===== src/rtl/alu_seg_display.sv =====
// alu_seg_display
//   Drives a 4-digit multiplexed seven-segment display from the ALU result bus.
//   The right three digits show the 9-bit result in decimal, with leading zeros
//   blanked. The left digit shows a letter tag. Binary-to-BCD conversion is done
//   by a shift-add-3 FSM that handles one bit per cycle. The visible digits change
//   only when a conversion completes.
// Ports
//   Clk            system clock
//   reset          asynchronous, active-high reset
//   Out_with_carry unsigned value to display (0..511)
//   Letters        tag code: A -> "A", B -> "b", C -> "C", others blank
//   seg            segments {g,f,e,d,c,b,a}, active-low, registered
//   an             digit enables, active-low one-hot, an[0] rightmost, registered
//   busy           high while a conversion is in progress, registered
module alu_seg_display #(
    parameter int REFRESH_DIV = 100000
) (
    input  logic       Clk,
    input  logic       reset,
    input  logic [8:0] Out_with_carry,
    input  logic [3:0] Letters,
    output logic [6:0] seg,
    output logic [3:0] an,
    output logic       busy
);

    localparam int CW = (REFRESH_DIV > 2) ? $clog2(REFRESH_DIV) : 1;
    localparam logic [CW-1:0] REF_LAST = CW'(REFRESH_DIV - 1);
    localparam logic [6:0] SEG_BLANK = 7'h7F;

    typedef enum logic {IDLE = 1'b0, SHIFT = 1'b1} state_t;

    function automatic logic [6:0] digit_seg(input logic [3:0] d);
        logic [6:0] p;
        case (d)
            4'd0:    p = 7'h40;
            4'd1:    p = 7'h79;
            4'd2:    p = 7'h24;
            4'd3:    p = 7'h30;
            4'd4:    p = 7'h19;
            4'd5:    p = 7'h12;
            4'd6:    p = 7'h02;
            4'd7:    p = 7'h78;
            4'd8:    p = 7'h00;
            4'd9:    p = 7'h10;
            default: p = SEG_BLANK;
        endcase
        return p;
    endfunction

    function automatic logic [6:0] letter_seg(input logic [3:0] c);
        logic [6:0] p;
        case (c)
            4'hA:    p = 7'h08;
            4'hB:    p = 7'h03;
            4'hC:    p = 7'h46;
            default: p = SEG_BLANK;
        endcase
        return p;
    endfunction

    function automatic logic [3:0] add3(input logic [3:0] n);
        return (n >= 4'd5) ? (n + 4'd3) : n;
    endfunction

    state_t      state_q, state_d;
    logic [12:0] cap_q, cap_d;          // {letter, value} being converted or last converted
    logic [3:0]  bit_q, bit_d;          // iterations already done
    logic [11:0] bcd_q, bcd_d;
    logic        busy_q, busy_d;
    logic [6:0]  units_q, units_d;      // digit registers hold ready-to-drive patterns
    logic [6:0]  tens_q, tens_d;
    logic [6:0]  hund_q, hund_d;
    logic [6:0]  letter_q, letter_d;
    logic [CW-1:0] ref_q;
    logic [1:0]  idx_q;
    logic [6:0]  seg_q;
    logic [3:0]  an_q;

    logic [12:0] live_s;
    logic [11:0] bcd_shift_s;
    logic [6:0]  digit_sel_s;

    assign live_s = {Letters, Out_with_carry};
    // Adjust nibbles first, then shift in the next result bit, MSB first.
    assign bcd_shift_s = {add3(bcd_q[11:8]), add3(bcd_q[7:4]), add3(bcd_q[3:0])} << 1
                         | {11'd0, cap_q[4'd8 - bit_q]};

    // Conversion FSM next-state and commit logic.
    always_comb begin
        state_d  = state_q;
        cap_d    = cap_q;
        bit_d    = bit_q;
        bcd_d    = bcd_q;
        busy_d   = busy_q;
        units_d  = units_q;
        tens_d   = tens_q;
        hund_d   = hund_q;
        letter_d = letter_q;
        case (state_q)
            IDLE: begin
                if (live_s != cap_q) begin
                    cap_d   = live_s;
                    bit_d   = 4'd0;
                    bcd_d   = 12'd0;
                    state_d = SHIFT;
                    busy_d  = 1'b1;
                end else begin
                    state_d = IDLE;
                end
            end
            SHIFT: begin
                if (live_s != cap_q) begin
                    // Input moved mid-conversion: restart on the new value.
                    cap_d = live_s;
                    bit_d = 4'd0;
                    bcd_d = 12'd0;
                end else if (bit_q == 4'd8) begin
                    units_d  = digit_seg(bcd_shift_s[3:0]);
                    tens_d   = (cap_q[8:0] < 9'd10)  ? SEG_BLANK : digit_seg(bcd_shift_s[7:4]);
                    hund_d   = (cap_q[8:0] < 9'd100) ? SEG_BLANK : digit_seg(bcd_shift_s[11:8]);
                    letter_d = letter_seg(cap_q[12:9]);
                    bcd_d    = bcd_shift_s;
                    state_d  = IDLE;
                    busy_d   = 1'b0;
                end else begin
                    bcd_d = bcd_shift_s;
                    bit_d = bit_q + 4'd1;
                end
            end
            default: begin
                state_d = IDLE;
                busy_d  = 1'b0;
            end
        endcase
    end

    // Select the digit register for the current scan position.
    always_comb begin
        case (idx_q)
            2'd0:    digit_sel_s = units_q;
            2'd1:    digit_sel_s = tens_q;
            2'd2:    digit_sel_s = hund_q;
            2'd3:    digit_sel_s = letter_q;
            default: digit_sel_s = SEG_BLANK;
        endcase
    end

    // Conversion state and digit registers.
    always_ff @(posedge Clk or posedge reset) begin
        if (reset) begin
            state_q  <= IDLE;
            cap_q    <= 13'd0;
            bit_q    <= 4'd0;
            bcd_q    <= 12'd0;
            busy_q   <= 1'b0;
            units_q  <= 7'h40;
            tens_q   <= SEG_BLANK;
            hund_q   <= SEG_BLANK;
            letter_q <= SEG_BLANK;
        end else begin
            state_q  <= state_d;
            cap_q    <= cap_d;
            bit_q    <= bit_d;
            bcd_q    <= bcd_d;
            busy_q   <= busy_d;
            units_q  <= units_d;
            tens_q   <= tens_d;
            hund_q   <= hund_d;
            letter_q <= letter_d;
        end
    end

    // Refresh divider, scan index and registered display outputs.
    always_ff @(posedge Clk or posedge reset) begin
        if (reset) begin
            ref_q <= '0;
            idx_q <= 2'd0;
            seg_q <= SEG_BLANK;
            an_q  <= 4'hF;
        end else begin
            if (ref_q == REF_LAST) begin
                ref_q <= '0;
                idx_q <= idx_q + 2'd1;
            end else begin
                ref_q <= ref_q + {{(CW-1){1'b0}}, 1'b1};
            end
            an_q  <= ~(4'b0001 << idx_q);
            seg_q <= digit_sel_s;
        end
    end

    assign seg  = seg_q;
    assign an   = an_q;
    assign busy = busy_q;

endmodule

===== config.mk =====
export PLATFORM = sky130hd
export DESIGN_NAME = alu_seg_display
export DESIGN_NICKNAME = d
export VERILOG_FILES = /design/src/rtl/alu_seg_display.sv
export SDC_FILE = /design/constraint.sdc
export NUM_CORES = 1
export LEC_CHECK = 0
export ABC_AREA = 1
export ABC_CLOCK_PERIOD_IN_PS = 2200
export BUFFER_PORTS_ARGS = -buffer_cell sky130_fd_sc_hd__buf_2
export CORE_ASPECT_RATIO = 0.75
export CORE_MARGIN = 3
export CORE_UTILIZATION = 38
export DETAILED_ROUTE_END_ITERATION = 16
export PLACE_DENSITY = 0.6
export SYNTH_ARGS = -nofsm -noshare
export SYNTH_HDL_FRONTEND = slang
export SYNTH_SLANG_ARGS = --single-unit

===== constraint.sdc =====
create_clock -name Clk -period 2.2 [get_ports Clk]
set_input_delay 0.11 -clock Clk [delete_from_list [all_inputs] [get_ports Clk]]
set_output_delay 0.11 -clock Clk [all_outputs]
set_load 0.02 [all_outputs]

# == After elaboration in Yosys (flattened, before gate mapping) ==
# Memory sizes are Yosys's and may differ from the RTL's. A register that Yosys moved wholly into a read port is not among the register bits.
# Cells that the tools add are included.
# word_totals
word_cells,76
in_bits,15
memories,3
ff_bits,82
output_inout_bits,12
romBits,336
# classes
mux,26
order_cmp,6
reduce_logical,4
n_bitwise,4
n_eq_ne,13
n_addsub,7
shift,1
# mem_list
memory,depth,width,rd,rd_ports_with_merged_regs,write_ports,line_no,source
(no name shown),16,7,1,1,0,35,case (d)
(no name shown),16,7,1,0,0,35,
(no name shown),16,7,1,0,0,35,
# op_table
cell,count
7-bit one-hot mux with 4 select lines,1
12-bit 2-to-1 mux,2
12-bit one-hot mux with 2 select lines,1
7-bit one-hot mux with 3 select lines,1
4-bit 2-to-1 mux,5
"17-bit by 1-bit adder with 17-bit output, second input constant",1
"17-bit == test, second input constant",1
17-bit 2-to-1 mux,1
"4-bit == test, second input constant",4
7-bit 2-to-1 mux,2
13-bit 2-to-1 mux,1
13-bit inequality test,1
"4-bit by 3-bit greater-or-equal comparator with 1-bit output, second input constant",3
12-bit by 1-bit bitwise OR with 12-bit output,1
"9-bit by 4-bit less-than comparator with 1-bit output, second input constant",1
"9-bit by 7-bit less-than comparator with 1-bit output, second input constant",1
"4-bit by 2-bit adder with 4-bit output, second input constant",2
4-bit one-hot mux with 2 select lines,1
1-bit 2-to-1 mux,7
3-bit AND reduction,2
"4-bit by 5-bit less-than comparator with 1-bit output, second input constant",1
"4-bit by 1-bit adder with 4-bit output, second input constant",1
1-bit binary-select mux with 4-bit select,1
"2-bit == test, second input constant",2
14 further kinds,17

# == Logic depth before layout (Yosys ltp) ==
# depth
word_depth,6
depth_mapped,13
mapped_depth_nobuf,13

# == Worst setup path after synthesis ==
# Ideal clock, no wire load.
# synth_path
kind,reg2reg
startpoint,register bcd_q[8]
endpoint,register hund_q[3]
arrival_ps,1733
t_required_ps,2132
path_buffers,0
path_stages_with_launch,11
synth_period_minus_slack_ps,1801
setup_ps,68
slack_ps,399
path_cell_list,dfrtp_1 -> inv_1 -> ha_1 -> inv_1 -> nand2_1 -> nand3_2 -> xor2_2 -> ha_1 -> o21ai_0 -> nand2_1 -> a21boi_2
# synth_via
elab_chain_len,5
word_cells_on_any_way,6
classes_between,add/sub (1); order compare (1); mux (2); bitwise (1); memory (1)
# synth_lines
element,line_no,source
start: declaration,69,"logic [11:0] bcd_q, bcd_d;"
start signal: assignment,155,bcd_q <= 12'd0;
start signal: assignment,165,bcd_q <= bcd_d;
4-bit by 3-bit greater-or-equal comparator with 1-bit output / 3-bit by 2-bit adder with 3-bit output (equally long branches),63,return (n >= 4'd5) ? (n + 4'd3) : n;
3-bit 2-to-1 mux (*),63,
12-bit by 1-bit bitwise OR with 12-bit output (*),87,"| {11'd0, cap_q[4'd8 - bit_q]};"
memory read 16 x 7 bit (*),--,
7-bit 2-to-1 mux (*),121,hund_d = (cap_q[8:0] < 9'd100) ? SEG_BLANK : digit_seg(bcd_shift_s[11:8]);
end signal: assignment,169,hund_q <= hund_d;
end: declaration,73,"logic [6:0] hund_q, hund_d;"
# Mark *: on every way between the ends. The rest lies on a longest branch, timed or not.
# A chain may end at the register's enable or synchronous reset.

# == Final worst setup path ==
# layout_path
startpoint,register bcd_q[8]
endpoint,register hund_q[6]
# Same word-level chain as after synthesis.

==> flow_metrics.env <==
export IMPL_finalHoldViolations=0
export IMPL_grt_usage_pct=15.5
export IMPL_synth_cells=592
export IMPL_setup_viol=0
export IMPL_synth_edf_count=0
export IMPL_min_path_type="input port to async pin"
export IMPL_stdcell_count=795
export IMPL_root_buffer="clkbuf_16"
export IMPL_grt_busiest_layer="met1"
export IMPL_drtIter0Drc=194
export IMPL_path_max_fanout=6
export IMPL_yosysWarnings=0
export IMPL_synth_seq_cells=87
export IMPL_grt_pass1_vias=3677
export IMPL_vias=3808
export IMPL_cts_buffer_depth=2
export IMPL_die_y_um=104
export IMPL_gr_total_overflow=0
export IMPL_cts_sinks=87
export IMPL_use_met2_pct=22.1
export IMPL_diodes=0
export IMPL_synth_most_common_cell="nand2_1"
export IMPL_yosysSeqAreaShare_pct=45.9
export IMPL_clk_pin_slew_ns=0.06
export IMPL_port_buffers=26
export IMPL_synth_distinct_cells=41
export IMPL_cts_buffers=9
export IMPL_start_kind="flop"
export IMPL_fin_crit_sh_pct=91.5
export IMPL_slew_limit_headroom_pct=52.0
export IMPL_io_pins=27
export IMPL_cts_htree_levels=3
export IMPL_crit_arrival_ns=2.27
export IMPL_drive_above_1_share_pct=19.3
export IMPL_dp_hpwl_mm=7.84
export IMPL_postRouteAntennaNets=0
export IMPL_dr_pass1_iters=4
export IMPL_synthTopCellsByArea="dfrtp_1, dfstp_2, nand2_1"
export IMPL_finalMaxSlewViolations=0
export IMPL_utilization_pct=46.6
export IMPL_ir_drop_mv=0.381
export IMPL_fin_nets=659
export IMPL_final_seq_area_mm2=0.00222
export IMPL_path_common_cell="inv_1"
export IMPL_crit_slowest_cell="dfrtp_1"
export IMPL_period_needed_ns=2.01
export IMPL_tritoncts="yes"
export IMPL_grt_met1_usage_pct=23.3
export IMPL_wl_per_cell_um=13.0
export IMPL_netlist_top_cell_by_area="dfrtp_1"
export IMPL_tightest_slew_ns=0.719
export IMPL_status="finished clean"
export IMPL_fillCellCount=1183
export IMPL_die_w_um=136
export IMPL_yosys_area_top_type_share_pct=29.0
export IMPL_slowest_delay_ns=0.42
export IMPL_via_per_inst=4.79
export IMPL_area_growth_pct=15.8
export IMPL_postRouteWirelength_mm=10.3
export IMPL_skew_ns=0.00613
export IMPL_drc=0
export IMPL_grt_start_max_net_pins=32
export IMPL_grt_first_pass_wirelength_mm=17.6
export IMPL_multi_input_area_mm2=0.00209
export IMPL_cp_end_kind="flop"
export IMPL_dpl_cell_count=765
export IMPL_antenna_found_initial=0
export IMPL_worstSetupPathType="flop to flop"
export IMPL_routabilityCongestion=0.869
export IMPL_use_met3_pct=3.83
export IMPL_async_flop_share_pct=100
export IMPL_coreArea_mm2=0.0120
export IMPL_leakagePower_uw=0.00275
export IMPL_synth_nets=623
export IMPL_p_per_area_mw_per_mm2=594
export IMPL_fmax_mhz=497
export IMPL_initial_core_util_pct=40.2
export IMPL_rsz0062_at_grt="yes"
export IMPL_dieArea_mm2=0.0141
export IMPL_synthTopCellsByCount="nand2_1, inv_1, dfrtp_1"
export IMPL_yosys_most_used_dff="dfrtp_1"
export IMPL_post_cts_setup_buffers=0
export IMPL_avgSynthCellArea_um2=8.15
export IMPL_clock_latency_ns=0.34
export IMPL_syn_area_mm2=0.00483
export IMPL_rows=34
export IMPL_critPathRequiredTime_ns=2.46
export IMPL_maxCapViolCount=0
export IMPL_path_cells="inv_1, ha_1, inv_1, nand2_1, nand3_2, o21ai_4, inv_2, nor2_2, o21ai_1, nor2_4, a21boi_1"
cell type report:
cell class	instances	share of cell area, %
Clock buffer	10	4.27
Clock inverter	6	1.23
Inverter	115	7.83
Multi-Input combinational cell	370	37.5
Sequential cell	87	39.6
Tap cell	162	3.62
Timing Repair Buffer	45	5.95
power by group:
| group | total, uW | switching (uW) | internal [uW] |
|---|---|---|---|
| Clock | 1560 | 640 | 917 |
| Sequential | 1630 | 12.5 | 1620 |
| Combinational | 136 | 79.7 | 56.5 |
registers in the layout, indices dropped and copies added (netlist names):
signal and flops:
letter_q 5, idx_q 2, seg 7, units_q 7, ref_q 17, bit_q 4, tens_q 7, bcd_q 12
hund_q 7, busy 1, cap_q 13, state_q 1, an 4
final timing paths:
kind / start / end / slack [ns] / cells past startpoint
max in group asynchronous: reset / tens_q[2]$_DFFE_PP1P_ / 1.11 / 4
setup reg to reg: bcd_q[8]$_DFFE_PP0P_ / hund_q[6]$_DFFE_PP1P_ / 0.19 / 11
min in group Clk: Out_with_carry[7] / cap_q[7]$_DFFE_PP0P_ / 0.44 / 2
setup / recovery: bcd_q[8]$_DFFE_PP0P_ / hund_q[6]$_DFFE_PP1P_ / 0.19 / 11
hold reg to reg: letter_q[2]$_DFFE_PP1P_ / letter_q[2]$_DFFE_PP1P_ / 0.46 / 2
hold / removal: reset / ref_q[2]$_DFF_PP0_ / 0.44 / 3
per-layer routing:
metal	part of all wire (%)	vias to the layer above
met5	0	-
met4	0.79	0
met3	5.4	9
met2	42	74
met1	51	1789
li1	-	1936
worst max-delay path, delay by kind of cell (launching register included):
family                   cells  cell delay [ns]
buffers and inverters        3             0.26
AO/OA/AOI/OAI                3             0.47
adder cells (fa/ha/maj)      1             0.17
AND/OR/NAND/NOR              4             0.61
flip-flops                   1             0.42
metrics by stage:
step | hold WS [ns] | total power, uW | setup slack (ns) | setup TNS [ns] | instance area, um^2
final | 0.438 | 3320 | 0.186 | 0 | 5590
after global routing | 0.443 | 3460 | -0.00844 | -0.0117 | 5590
after CTS | 0.421 | 3370 | 0.154 | 0 | 5580
after detailed placement | 0.248 | 1780 | 0.171 | 0 | 5130
after global placement | 0.241 | 1770 | 0.262 | 0 | 5130
after floorplan | 0.208 | 1730 | 0.399 | 0 | 4830
cells by family (layout without fill, tap and decap cells):
group | after synthesis | count (layout) | synth area share, %
flip-flops | 87 | 87 | 45.9
buffers and inverters | 135 | 176 | 10.9
adder cells (fa/ha/maj) | 16 | 16 | 4.15
XOR/XNOR | 15 | 15 | 3.19
AND/OR/NAND/NOR | 241 | 241 | 22.6
AO/OA/AOI/OAI | 98 | 98 | 13.3
what timing repair did:
item | 4_1_cts | 5_1_grt
hold buffers | 14 | 0
endpoints found under the hold margin | 42 | 0
endpoints found under the setup margin | 0 | 6
resized for setup | 0 | 2
layout by cell type, fill, tap and decap left out, types with 8 or more instances in the layout:
| cell | netlist | final |
|---|---|---|
| nand2_1 | 133 | 132 |
| inv_1 | 108 | 107 |
| dfrtp_1 | 56 | 56 |
| nor2_1 | 40 | 40 |
| o21ai_0 | 32 | 32 |
| dfstp_2 | 31 | 31 |
| nand3_1 | 29 | 29 |
| buf_2 | 2 | 26 |
| a21oi_1 | 21 | 21 |
| ha_1 | 16 | 16 |
| dlygate4sd3_1 | 0 | 14 |
| o22ai_1 | 12 | 12 |
| a21boi_2 | 12 | 12 |
| clkbuf_16 | 0 | 9 |
| xor2_1 | 8 | 8 |
| nand4_1 | 8 | 8 |
| nor3_1 | 8 | 8 |
No activity file was read; power rests on OpenSTA's default activity.
